File: config.mk
export PLATFORM = sky130hd
export DESIGN_NAME = adder_16_bit
export DESIGN_NICKNAME = d
export VERILOG_FILES = /design/src/rtl/adder_16_bit.sv
export SDC_FILE = /design/constraint.sdc
export NUM_CORES = 1
export LEC_CHECK = 0
export CELL_PAD_IN_SITES_DETAIL_PLACEMENT = 2
export CELL_PAD_IN_SITES_GLOBAL_PLACEMENT = 2
export CORE_UTILIZATION = 27
export DETAILED_ROUTE_END_ITERATION = 16
export PLACE_DENSITY_LB_ADDON = 0.12
export REMOVE_ABC_BUFFERS = 1
export SYNTH_ARGS = -nofsm -noshare
export SYNTH_HDL_FRONTEND = slang
export SYNTH_SLANG_ARGS = --single-unit
File: constraint.sdc
create_clock -name clk -period 6.5 [get_ports clk]
set_input_delay 0.65 -clock clk [delete_from_list [all_inputs] [get_ports clk]]
set_output_delay 0.65 -clock clk [all_outputs]
set_load 0.005 [all_outputs]
File: src/rtl/adder_16_bit.sv
// Registered two's-complement adder built from carry-lookahead groups.
// One-cycle latency, one operation per cycle, outputs driven only from flops.

// One lookahead group: per-bit generate/propagate, group G/P, and bit sums
// given the carry into the group.
module adder_16_bit_cla_group #(
  parameter int GROUP = 4
) (
  input  logic [GROUP-1:0] i_a,
  input  logic [GROUP-1:0] i_b,
  input  logic             i_c,
  output logic [GROUP-1:0] o_s,
  output logic             o_g,
  output logic             o_p
);
  logic [GROUP-1:0] w_g, w_p;
  logic [GROUP:0]   w_c;

  assign w_g = i_a & i_b;
  assign w_p = i_a ^ i_b;

  // In-group carries, group generate/propagate
  always_comb begin
    w_c    = '0;
    w_c[0] = i_c;
    o_g    = 1'b0;
    o_p    = 1'b1;
    for (int i = 0; i < GROUP; i++) begin
      w_c[i+1] = w_g[i] | (w_p[i] & w_c[i]);
      o_g      = w_g[i] | (w_p[i] & o_g);
      o_p      = o_p & w_p[i];
    end
  end

  assign o_s = w_p ^ w_c[GROUP-1:0];
endmodule

module adder_16_bit #(
  parameter int WIDTH = 16,
  parameter int GROUP = 4
) (
  input  logic             clk,
  input  logic             rst,
  input  logic             in_valid,
  input  logic [WIDTH-1:0] a,
  input  logic [WIDTH-1:0] b,
  input  logic             cin,
  output logic             out_valid,
  output logic [WIDTH-1:0] sum,
  output logic             cout,
  output logic             overflow
);
  localparam int NGRP = WIDTH / GROUP;

  generate
    if (WIDTH % GROUP != 0) begin : g_bad_width
      $error("WIDTH must be a multiple of GROUP");
    end
  endgenerate

  logic [NGRP-1:0]  w_gg, w_gp;
  logic [NGRP:0]    w_gc;
  logic [WIDTH-1:0] w_sum;
  logic             w_c_msb;
  logic             w_ovf;

  // Group array; each group gets its carry from the second-level lookahead
  genvar gi;
  generate
    for (gi = 0; gi < NGRP; gi++) begin : g_grp
      adder_16_bit_cla_group #(.GROUP(GROUP)) u_grp (
        .i_a (a[gi*GROUP +: GROUP]),
        .i_b (b[gi*GROUP +: GROUP]),
        .i_c (w_gc[gi]),
        .o_s (w_sum[gi*GROUP +: GROUP]),
        .o_g (w_gg[gi]),
        .o_p (w_gp[gi])
      );
    end
  endgenerate

  // Second-level lookahead: group carries c4, c8, c12, c16 from cin
  always_comb begin
    w_gc    = '0;
    w_gc[0] = cin;
    for (int k = 0; k < NGRP; k++)
      w_gc[k+1] = w_gg[k] | (w_gp[k] & w_gc[k]);
  end

  // Sum bit is p ^ carry, so the carry into the MSB falls out of the sum
  assign w_c_msb = w_sum[WIDTH-1] ^ a[WIDTH-1] ^ b[WIDTH-1];
  assign w_ovf   = w_c_msb ^ w_gc[NGRP];

  logic             r_vld;
  logic [WIDTH-1:0] r_sum;
  logic             r_cout;
  logic             r_ovf;

  // Result register: reset wins, idle cycles hold the result and drop valid
  always_ff @(posedge clk) begin
    if (rst) begin
      r_vld  <= 1'b0;
      r_sum  <= '0;
      r_cout <= 1'b0;
      r_ovf  <= 1'b0;
    end else begin
      r_vld <= in_valid;
      if (in_valid) begin
        r_sum  <= w_sum;
        r_cout <= w_gc[NGRP];
        r_ovf  <= w_ovf;
      end
    end
  end

  assign out_valid = r_vld;
  assign sum       = r_sum;
  assign cout      = r_cout;
  assign overflow  = r_ovf;
endmodule

==> results of run 1 <==
-- worst reg2reg max path: cells and delay by family (launching register included) --
| kind | cells | cell delay, ps |
|---|---|---|
| AOI/OAI and AO/OA | 1 | 280 |
| DFF | 1 | 340 |
| and+or+nand+nor | 1 | 60 |
-- stage by stage --
step | cells | setup WS (ps)
global placement | 251 | 2160
floorplan | 129 | 2880
global route | 255 | 2040
detailed placement | 251 | 2020
CTS | 255 | 2300
finish | 255 | 2330
-- flip-flops by register name (all words and copies together), names as in the netlist --
register	cells
sum	16
out_valid	1
overflow	1
cout	1
-- synthesized netlist by cell type --
cell type  count  area share [%]
a2111oi_2      1             1.1
a211oi_1       5             2.8
a21oi_1        7             2.6
a221oi_1       1            0.65
a22oi_2        1            0.92
a311oi_1       1            0.65
a41oi_1        1            0.65
and4_1         2             1.3
buf_2          1            0.37
clkbuf_1       4             1.1
dfxtp_1       19              28
fa_1          12              18
ha_1          16              15
inv_1          8             2.2
mux2i_1       11             8.1
nand2_1        6             1.7
nand3_1        1            0.37
nand4_1        1            0.46
nand4_2        1            0.92
nor2_1        22             6.1
nor4_2         1            0.92
o211ai_1       2             1.1
o21ai_0        1            0.37
o21ai_1        2            0.74
o21bai_1       1            0.55
xnor2_1        6             3.9
-- layout make-up --
| type | instances | area [um^2] | share of cell area [%] |
|---|---|---|---|
| Tap cell | 67 | 83.8 | 4.16 |
| Inverter | 8 | 30.0 | 1.49 |
| Clock buffer | 3 | 41.3 | 2.05 |
| Timing Repair Buffer | 55 | 548 | 27.2 |
| Clock inverter | 1 | 5.00 | 0.248 |
| Sequential cell | 19 | 380 | 18.9 |
| Multi-Input combinational cell | 102 | 926 | 46.0 |
-- final timing paths --
path | slack [ps] | cells past startpoint | to | from
setup / recovery | 2330 | 13 | overflow | a[1]
setup reg to reg | 5730 | 2 | overflow | overflow
hold reg to reg | 490 | 2 | cout | cout
hold / removal | 490 | 2 | cout | cout
-- metal layers --
layer,vias up,GRT usage [%],routed length [um]
met1,579,18.1,1570
met4,0,5.23,47
met2,42,29.3,2020
met3,4,1.93,194
li1,577,-,-
met5,-,0,0
-- kinds of logic (layout without fill, tap and decap cells) --
kind of cell	count (synthesis)	count (layout)
adders and majority gates	28	28
muxes	11	11
DFF	19	19
and+or+nand+nor	34	34
buffers and inverters	13	67
AOI/OAI and AO/OA	23	23
xor gates and xnor gates	6	6
-- power by group --
| part | total (W) | switching (W) | internal [W] |
|---|---|---|---|
| sequential | 0.000136 | 0.00000689 | 0.000129 |
| combinational | 0.000135 | 0.0000592 | 0.0000758 |
| clock | 0.0000836 | 0.0000409 | 0.0000426 |
| total | 0.000355 | 0.000107 | 0.000248 |
==> qor.yml, run 1 <==
synth_seq_cells: 19
synth-compound-area-share_pct: 12.1
finalHoldViolCount: 0
status: "completed"
avgViaCountPerCell: 4.71
grt_max_degree: 27
remaining_drc_errors: 0
arrival_ps: 4330
setup_viol: 0
clkLatencyLatePin_ps: 260
endpoint_kind: "register"
synthXorXnorAreaFrac_pct: 3.87
n_fill_cell: 523
coreArea_mm2: 0.00479
post-dp-hpwl_um: 3230
crit_chain: "clkdlybuf4s50_1 -> ha_1 -> a41oi_1 -> o211ai_1 -> a21oi_1 -> o21bai_1 -> fa_1 -> fa_1 -> fa_1 -> xnor2_1 -> xnor2_1 -> and4_1 -> a2111oi_2"
area_delta_synth_final_pct: 48.5
worst_slew_pin_slew_ps: 745
cp_num_buf_inv: 1
yosysUniqueCellTypes: 26
wl_um: 3830
avgRoutedWirePerCell_um: 15.0
cts-hold-fix-buffers: 0
nNetsFinal: 253
synthAdderAreaFrac_pct: 32.5
insertedDiodeCount: 0
p_leak_nw: 0.826
avgSynthCellArea_um2: 10.1
whs_ps: 493
final_util_pct: 42.1
clk_path_buf_depth: 2
syn_area_mm2: 0.00136
grt_pass1_wl_um: 6180
critPathMaxStageDelay_ps: 460
cpMostUsedCell: "fa_1"
required_ps: 6650
drtAntennaViolNets: 0
maxCapViolCount: 0
layout_common_cells: "clkdlybuf4s50_1 (54), nor2_1 (22), dfxtp_1 (19)"
die_height_um: 72.9
slowest_stage: "clkdlybuf4s50_1"
clk_pin_slew_ps: 70
initialDrtViolationCount: 20
dpl-instance-area_mm2: 0.00197
numClockSinks: 19
fp.dieArea_mm2: 0.00531
drv_slew: 0
overflow: 0
portBuffers: 54
path_max_fanout: 2
postCtsSetupRepairBufs: 0
route.vias.total: 1202
die_w_um: 72.9
start_util_pct: 28.3
worstSetupPathType: "input port to register"
yosys-mux-area-fraction_pct: 8.12
ios: 55
final_common_cell: "clkdlybuf4s50_1"
cts.repair.resized: 0
postSynthCellCount: 134
maxSlewHeadroom_pct: 50.2
yosys_warnings: 0
cts_tree: "yes"
yosys.area_share.simple_pct: 11.7
min_period_ps: 4170
placementRows: 25
fmax_ghz: 0.240
design_area_mm2: 0.00201
h-tree-depth: 1
ir_drop_mv: 0.0695
grt_pass1_vias: 1351
fin_crit_sh_pct: 64.2
setup_tns_ps: 0
ys_seq_area_share_pct: 28.0
cts-buffers-inserted: 3
gp_congestion: 0.737
cp_top_family: "adder cells"
hold_path_class: "register to register"
rsz0062_at_grt: "no"
cp-start-kind: "input port"
synth_top_family_by_area: "adder cells"
fin_skew_ps: 0
antenna_found_initial: 0
cts-root-buf: "clkbuf_8"
total_power_w: 0.000355
gr-usage-all-layers_pct: 15.6
p_per_area_mw_per_mm2: 176
drt_pass1_iterations: 4
drive_gt1_share_pct: 4.79
Power figures use the tool's default switching activity.
==> run 2, diff against run 1 <==
--- a/config.mk
+++ b/config.mk
@@ -7,7 +7,7 @@
 export LEC_CHECK = 0
 export CELL_PAD_IN_SITES_DETAIL_PLACEMENT = 2
 export CELL_PAD_IN_SITES_GLOBAL_PLACEMENT = 2
-export CORE_UTILIZATION = 27
+export CORE_UTILIZATION = 23
 export DETAILED_ROUTE_END_ITERATION = 16
 export PLACE_DENSITY_LB_ADDON = 0.12
 export REMOVE_ABC_BUFFERS = 1
==> constraint.sdc (replaced) <==
create_clock -name clk -period 3.8 [get_ports clk]
set_input_delay 0.38 -clock clk [delete_from_list [all_inputs] [get_ports clk]]
set_output_delay 0.38 -clock clk [all_outputs]
set_load 0.005 [all_outputs]
==> run 2 against run 1 <==
  * Sequential power is 71% higher
  * Hold slack better by 1.1 ps
  * Critical path depth stayed put
  * Via count is 7.1% higher
  * Wire length is 4.4% higher
  * Cell count is 9.0% higher
  * Setup slack worse by 2100 ps
  * Die area is 17% higher
  * Register-to-register slack worse by 2800 ps
  * Clock skew stayed put
  * Critical path type unchanged
  * Critical endpoint unchanged
  * Largest cell class unchanged
  * Largest power group is now combinational cells
==> qor.yml, run 2 (synthesis gave the netlist of run 1 again) <==
status: "completed"
ios: 55  # unchanged
p_per_area_mw_per_mm2: 292  # +66%
p_switching_w: 0.000194  # +81%
total_power_w: 0.000638  # +80%
min_to: "sum[15]"
maxCapViolCount: 0  # unchanged
hold_path_class: "register to register"
fmax_ghz: 0.278
r2r_cells: 2  # unchanged
place_ws_ps: -380  # -2400 ps
hold_depth: 2  # unchanged
start_util_pct: 24.2  # -4.2 points
gr-usage-all-layers_pct: 13.7  # -1.8 points
comb_power_share_pct: 39.9  # +1.8 points
r2r_start: "overflow"
wl_um: 4000  # +4.4%
path_max_fanout: 2  # unchanged
insertedDiodeCount: 0  # unchanged
remaining_drc_errors: 0  # unchanged
fin_skew_ps: 0  # unchanged
setup_tns_ps: 0  # unchanged
clkLatencyLatePin_ps: 250  # about the same
fp.dieArea_mm2: 0.00621  # +17%
finalHoldViolCount: 0  # unchanged
arrival_ps: 3740  # -590 ps
ir_drop_mv: 0.114  # +65%
r2r_slack_ps: 2970  # -2760 ps
placementRows: 27  # +8.0%
multi_input_area_um2: 952  # +2.8%
cts-buffers-inserted: 3  # unchanged
cts-hold-fix-buffers: 0  # unchanged
p_int_w: 0.000444  # +79%
nNetsFinal: 271  # +7.1%
min_period_ps: 3600
die_height_um: 78.8  # +8.1%
regArea_um2: 380  # unchanged
setup_viol: 0  # unchanged
post-dp-hpwl_um: 3300  # +2.1%
drv_slew: 0  # unchanged
worstSetupPathType: "input port to register"
final_common_cell: "clkdlybuf4s50_1"
coreArea_mm2: 0.00561  # +17%
portBuffers: 54  # unchanged
rsz0062_at_grt: "no"
grt_pass1_vias: 1462  # +8.2%
cts_tree: "yes"
worst_slew_pin_slew_ps: 784  # +39.2 ps
initialDrtViolationCount: 16  # -20%
final_util_pct: 38.9  # -3.2 points
die_w_um: 78.8  # +8.1%
layout_common_cells: "clkdlybuf4s50_1 (54), nor2_1 (22), dfxtp_1 (19), buf_4 (19), ha_1 (16)"
clk_path_buf_depth: 2  # unchanged
clk_pin_slew_ps: 80  # about the same
grt_pass1_wl_um: 6530  # +5.7%
numClockSinks: 19  # unchanged
antenna_found_initial: 0  # unchanged
drive_gt1_share_pct: 15.5  # +11 points
h-tree-depth: 1  # unchanged
area_delta_synth_final_pct: 60.8
drt_pass1_iterations: 4  # unchanged
grt_max_degree: 27  # unchanged
p_leak_nw: 0.912  # +11%
endpoint_kind: "register"
overflow: 0  # unchanged
fin_crit_sh_pct: 94.6
route.vias.total: 1287  # +7.1%
cp-start-kind: "input port"
clock_power_share_pct: 23.7  # about the same
avgViaCountPerCell: 4.63  # -1.8%
gp_congestion: 0.702  # -4.8%
largest_reg_flops: 16  # unchanged
cts-root-buf: "clkbuf_8"
seq_power_share_pct: 36.4  # -1.9 points
reg2reg_to: "overflow"
required_ps: 3950  # -2700 ps
drtAntennaViolNets: 0  # unchanged
setup_slack_ps: 204  # -2130 ps
min_from: "sum[15]"
switching_share_pct: 30.4  # +0.23 points
n_fill_cell: 624  # +19%
avgRoutedWirePerCell_um: 14.4  # -4.3%
maxSlewHeadroom_pct: 47.5  # -2.6 points
## run 2: cell count changes in the layout (fill, tap and decap cells not counted), sizes merged
cell    previous run  this run
clkbuf             3         4
buf                1        19
clkinv             1         0
## run 2: stage by stage
step                instance area, um^2  instances  hold slack [ps]
floorplan                          1340        129              447
global placement                   2100        273              473
detailed placement                 2100        273              493
CTS                                2170        278              505
global route                       2180        278              530
finish                             2180        278              495
## run 2: final cells by class
class,count,share of cell area (%)
tap,72,4.13
clock buffer,4,2.07
multi-input combinational,102,43.7
sequential,19,17.4
inverter,8,1.38
timing repair buffer,73,31.3
## run 2: how the worst max path moves through the flow
| stage | slack [ps] | endpoint | startpoint |
|---|---|---|---|
| finish | 200 | overflow | a[2] |
| detailed placement | -380 | overflow | a[0] |
| floorplan | 450 | overflow | a[0] |
| CTS | 30 | overflow | a[0] |
| global placement | -230 | overflow | a[0] |
| global route | 20 | overflow | a[2] |
## run 2: repair_timing
action | in CTS | in global routing
gates resized for setup | 3 | 3
pin swaps | 2 | 6
setup endpoints to repair | 1 | 1
setup buffers | 1 | 0
## run 2: power groups by stage
stage	clock network [W]	logic, W	registers, W
floorplan	0	0.000102	0.000237
global placement	0	0.000240	0.000236
detailed placement	0	0.000252	0.000237
CTS	0.000160	0.000260	0.000233
global route	0.000169	0.000286	0.000235
finish	0.000151	0.000255	0.000232
## run 2: per-layer routing
metal	global-route usage, %	share of wire (%)	up-vias
met3	1.84	4.7	4
li1	-	-	609
met2	27.5	55	36
met1	14.5	39	638
met4	4.44	1.1	0
met5	0	0	-
## run 2: critical path, cell delays in order
cell and delay [ps]:
clkdlybuf4s50_1 430, ha_1 320, a41oi_2 240, o211ai_1 180
a21oi_2 210, o21bai_1 110, fa_2 350, fa_2 350
fa_2 380, xnor2_2 150, xnor2_1 210, nor2_1 80
a2111oi_2 350
==> run 3, diff against run 2 <==
--- a/config.mk
+++ b/config.mk
@@ -9,6 +9,7 @@
 export CELL_PAD_IN_SITES_GLOBAL_PLACEMENT = 2
 export CORE_UTILIZATION = 23
 export DETAILED_ROUTE_END_ITERATION = 16
+export GPL_TIMING_DRIVEN = 0
 export PLACE_DENSITY_LB_ADDON = 0.12
 export REMOVE_ABC_BUFFERS = 1
 export SYNTH_ARGS = -nofsm -noshare
==> run 3 against run 2 <==
  * Cell count down 5.0%
  * Sequential share of layout area is 0.88 points higher
  * Utilization shrank 1.9 points
  * Final area is 4.8% lower
  * Count of clock-buffer cells in the layout did not move
  * Flip-flop and latch count stayed put
  * Largest power group unchanged
==> qor.yml, run 3 (synthesis gave the netlist of run 1 again) <==
avgViaCountPerCell: 4.57  # -1.3%
p_per_area_mw_per_mm2: 298  # +1.8%
h-tree-depth: 1  # unchanged
initialDrtViolationCount: 26  # +10
layout_common_cells: "clkdlybuf4s50_1 (54), nor2_1 (22), dfxtp_1 (19)"
largest_reg_flops: 16  # unchanged
antenna_found_initial: 0  # unchanged
n_fill_cell: 630  # +0.96%
wl_um: 3710  # -7.1%
insertedDiodeCount: 0  # unchanged
final_util_pct: 37.0  # -1.9 points
cts-buffers-inserted: 3  # unchanged
die_height_um: 78.8  # unchanged
coreArea_mm2: 0.00561  # unchanged
portBuffers: 54  # unchanged
drt_pass1_iterations: 2  # -2
maxCapViolCount: 0  # unchanged
maxSlewHeadroom_pct: 21.4  # -26 points
worstSetupPathType: "input port to register"
status: "completed"
min_period_ps: 3620  # +23.0 ps
endpoint_kind: "register"
finalHoldViolCount: 0  # unchanged
final_common_cell: "clkdlybuf4s50_1"
drv_slew: 0  # unchanged
gr-usage-all-layers_pct: 13.5  # -0.21 points
gp_congestion: 0.693  # -1.2%
remaining_drc_errors: 0  # unchanged
setup_slack_ps: 181  # -23.0 ps
worst_slew_pin_slew_ps: 1180  # +391 ps
grt_pass1_vias: 1399  # -4.3%
ir_drop_mv: 0.109  # -4.6%
cts-root-buf: "clkbuf_8"
clk_pin_slew_ps: 70  # about the same
start_util_pct: 24.2  # unchanged
fin_crit_sh_pct: 95.2  # +0.61 points
dpl-instance-area_mm2: 0.00197  # -6.4%
area_delta_synth_final_pct: 53.0
place_ws_ps: -452  # -72.1 ps
numClockSinks: 19  # unchanged
rsz0062_at_grt: "no"
drtAntennaViolNets: 0  # unchanged
path_max_fanout: 2  # unchanged
avgRoutedWirePerCell_um: 14.1  # -2.2%
fmax_ghz: 0.276  # -0.64%
p_leak_nw: 0.845  # -7.4%
ios: 55  # unchanged
required_ps: 3950  # about the same
cp-start-kind: "input port"
regArea_um2: 380  # unchanged
placementRows: 27  # unchanged
clk_path_buf_depth: 2  # unchanged
multi_input_area_um2: 952  # unchanged
grt_pass1_wl_um: 6420  # -1.7%
drive_gt1_share_pct: 9.38  # -6.2 points
setup_viol: 0  # unchanged
overflow: 0  # unchanged
design_area_mm2: 0.00208  # -4.8%
die_w_um: 78.8  # unchanged
hold_path_class: "register to register"
nNetsFinal: 257  # -5.2%
route.vias.total: 1206  # -6.3%
cts_tree: "yes"
post-dp-hpwl_um: 2970  # -10%
clkLatencyLatePin_ps: 250  # about the same
grt_max_degree: 27  # unchanged
fin_skew_ps: 0  # unchanged
fp.dieArea_mm2: 0.00621  # unchanged
arrival_ps: 3770  # +30 ps
setup_tns_ps: 0  # unchanged
[run 3: cell count changes in the layout (fill, tap and decap cells not counted)]
cell   previous run  this run
buf_4            19         5
[run 3: layout make-up]
class	instances	area share (%)
clock buffer	4	2.17
inverter	8	1.45
multi-input combinational	102	45.9
sequential	19	18.3
tap	72	4.34
timing repair buffer	59	27.8
[run 3: critical path, stage by stage]
cell,delay [ps]
clkdlybuf4s50_1,520
ha_1,270
a41oi_2,190
o211ai_1,170
a21oi_2,200
o21bai_1,120
fa_2,360
fa_2,350
fa_2,390
xnor2_2,210
xnor2_1,170
nor2_1,80
a2111oi_2,360
[run 3: metrics by stage]
stage,total power (W),std cells,hold slack [ps]
6_report,0.000618,264,497
2_1_floorplan,0.000340,129,447
3_3_place_gp,0.000457,255,472
4_1_cts,0.000629,261,507
5_1_grt,0.000670,264,538
3_5_place_dp,0.000466,255,487
[run 3: metal layers]
metal	global-route usage, %	vias to the layer above	routed length (um)
li1	-	583	-
met1	14.8	587	1470
met2	26.0	34	2010
met3	1.72	2	197
met4	5.56	0	36
met5	0	-	0
[run 3: what timing repair did]
item                       in CTS  in global routing
setup endpoints to repair       1                  1
hold buffers                    0                  0
setup buffers                   2                  3
pin swaps                       3                 10
resized for setup               3                  3
[run 3: path summary, 6_finish.rpt]
| check | start | to | slack [ps] | cells past startpoint |
|---|---|---|---|---|
| worst max-delay path | a[2] | overflow | 180 | 13 |
| worst min-delay path | sum[1] | sum[1] | 500 | 2 |
| worst max register to register | overflow | overflow | 2970 | 2 |
| worst min register to register | sum[1] | sum[1] | 500 | 2 |
[run 3: power by group]
part	total, W	internal, W	switching, W
Combinational	0.000240	0.000139	0.000102
Clock	0.000145	0.0000746	0.0000709
Sequential	0.000232	0.000221	0.0000115
Total	0.000618	0.000434	0.000184
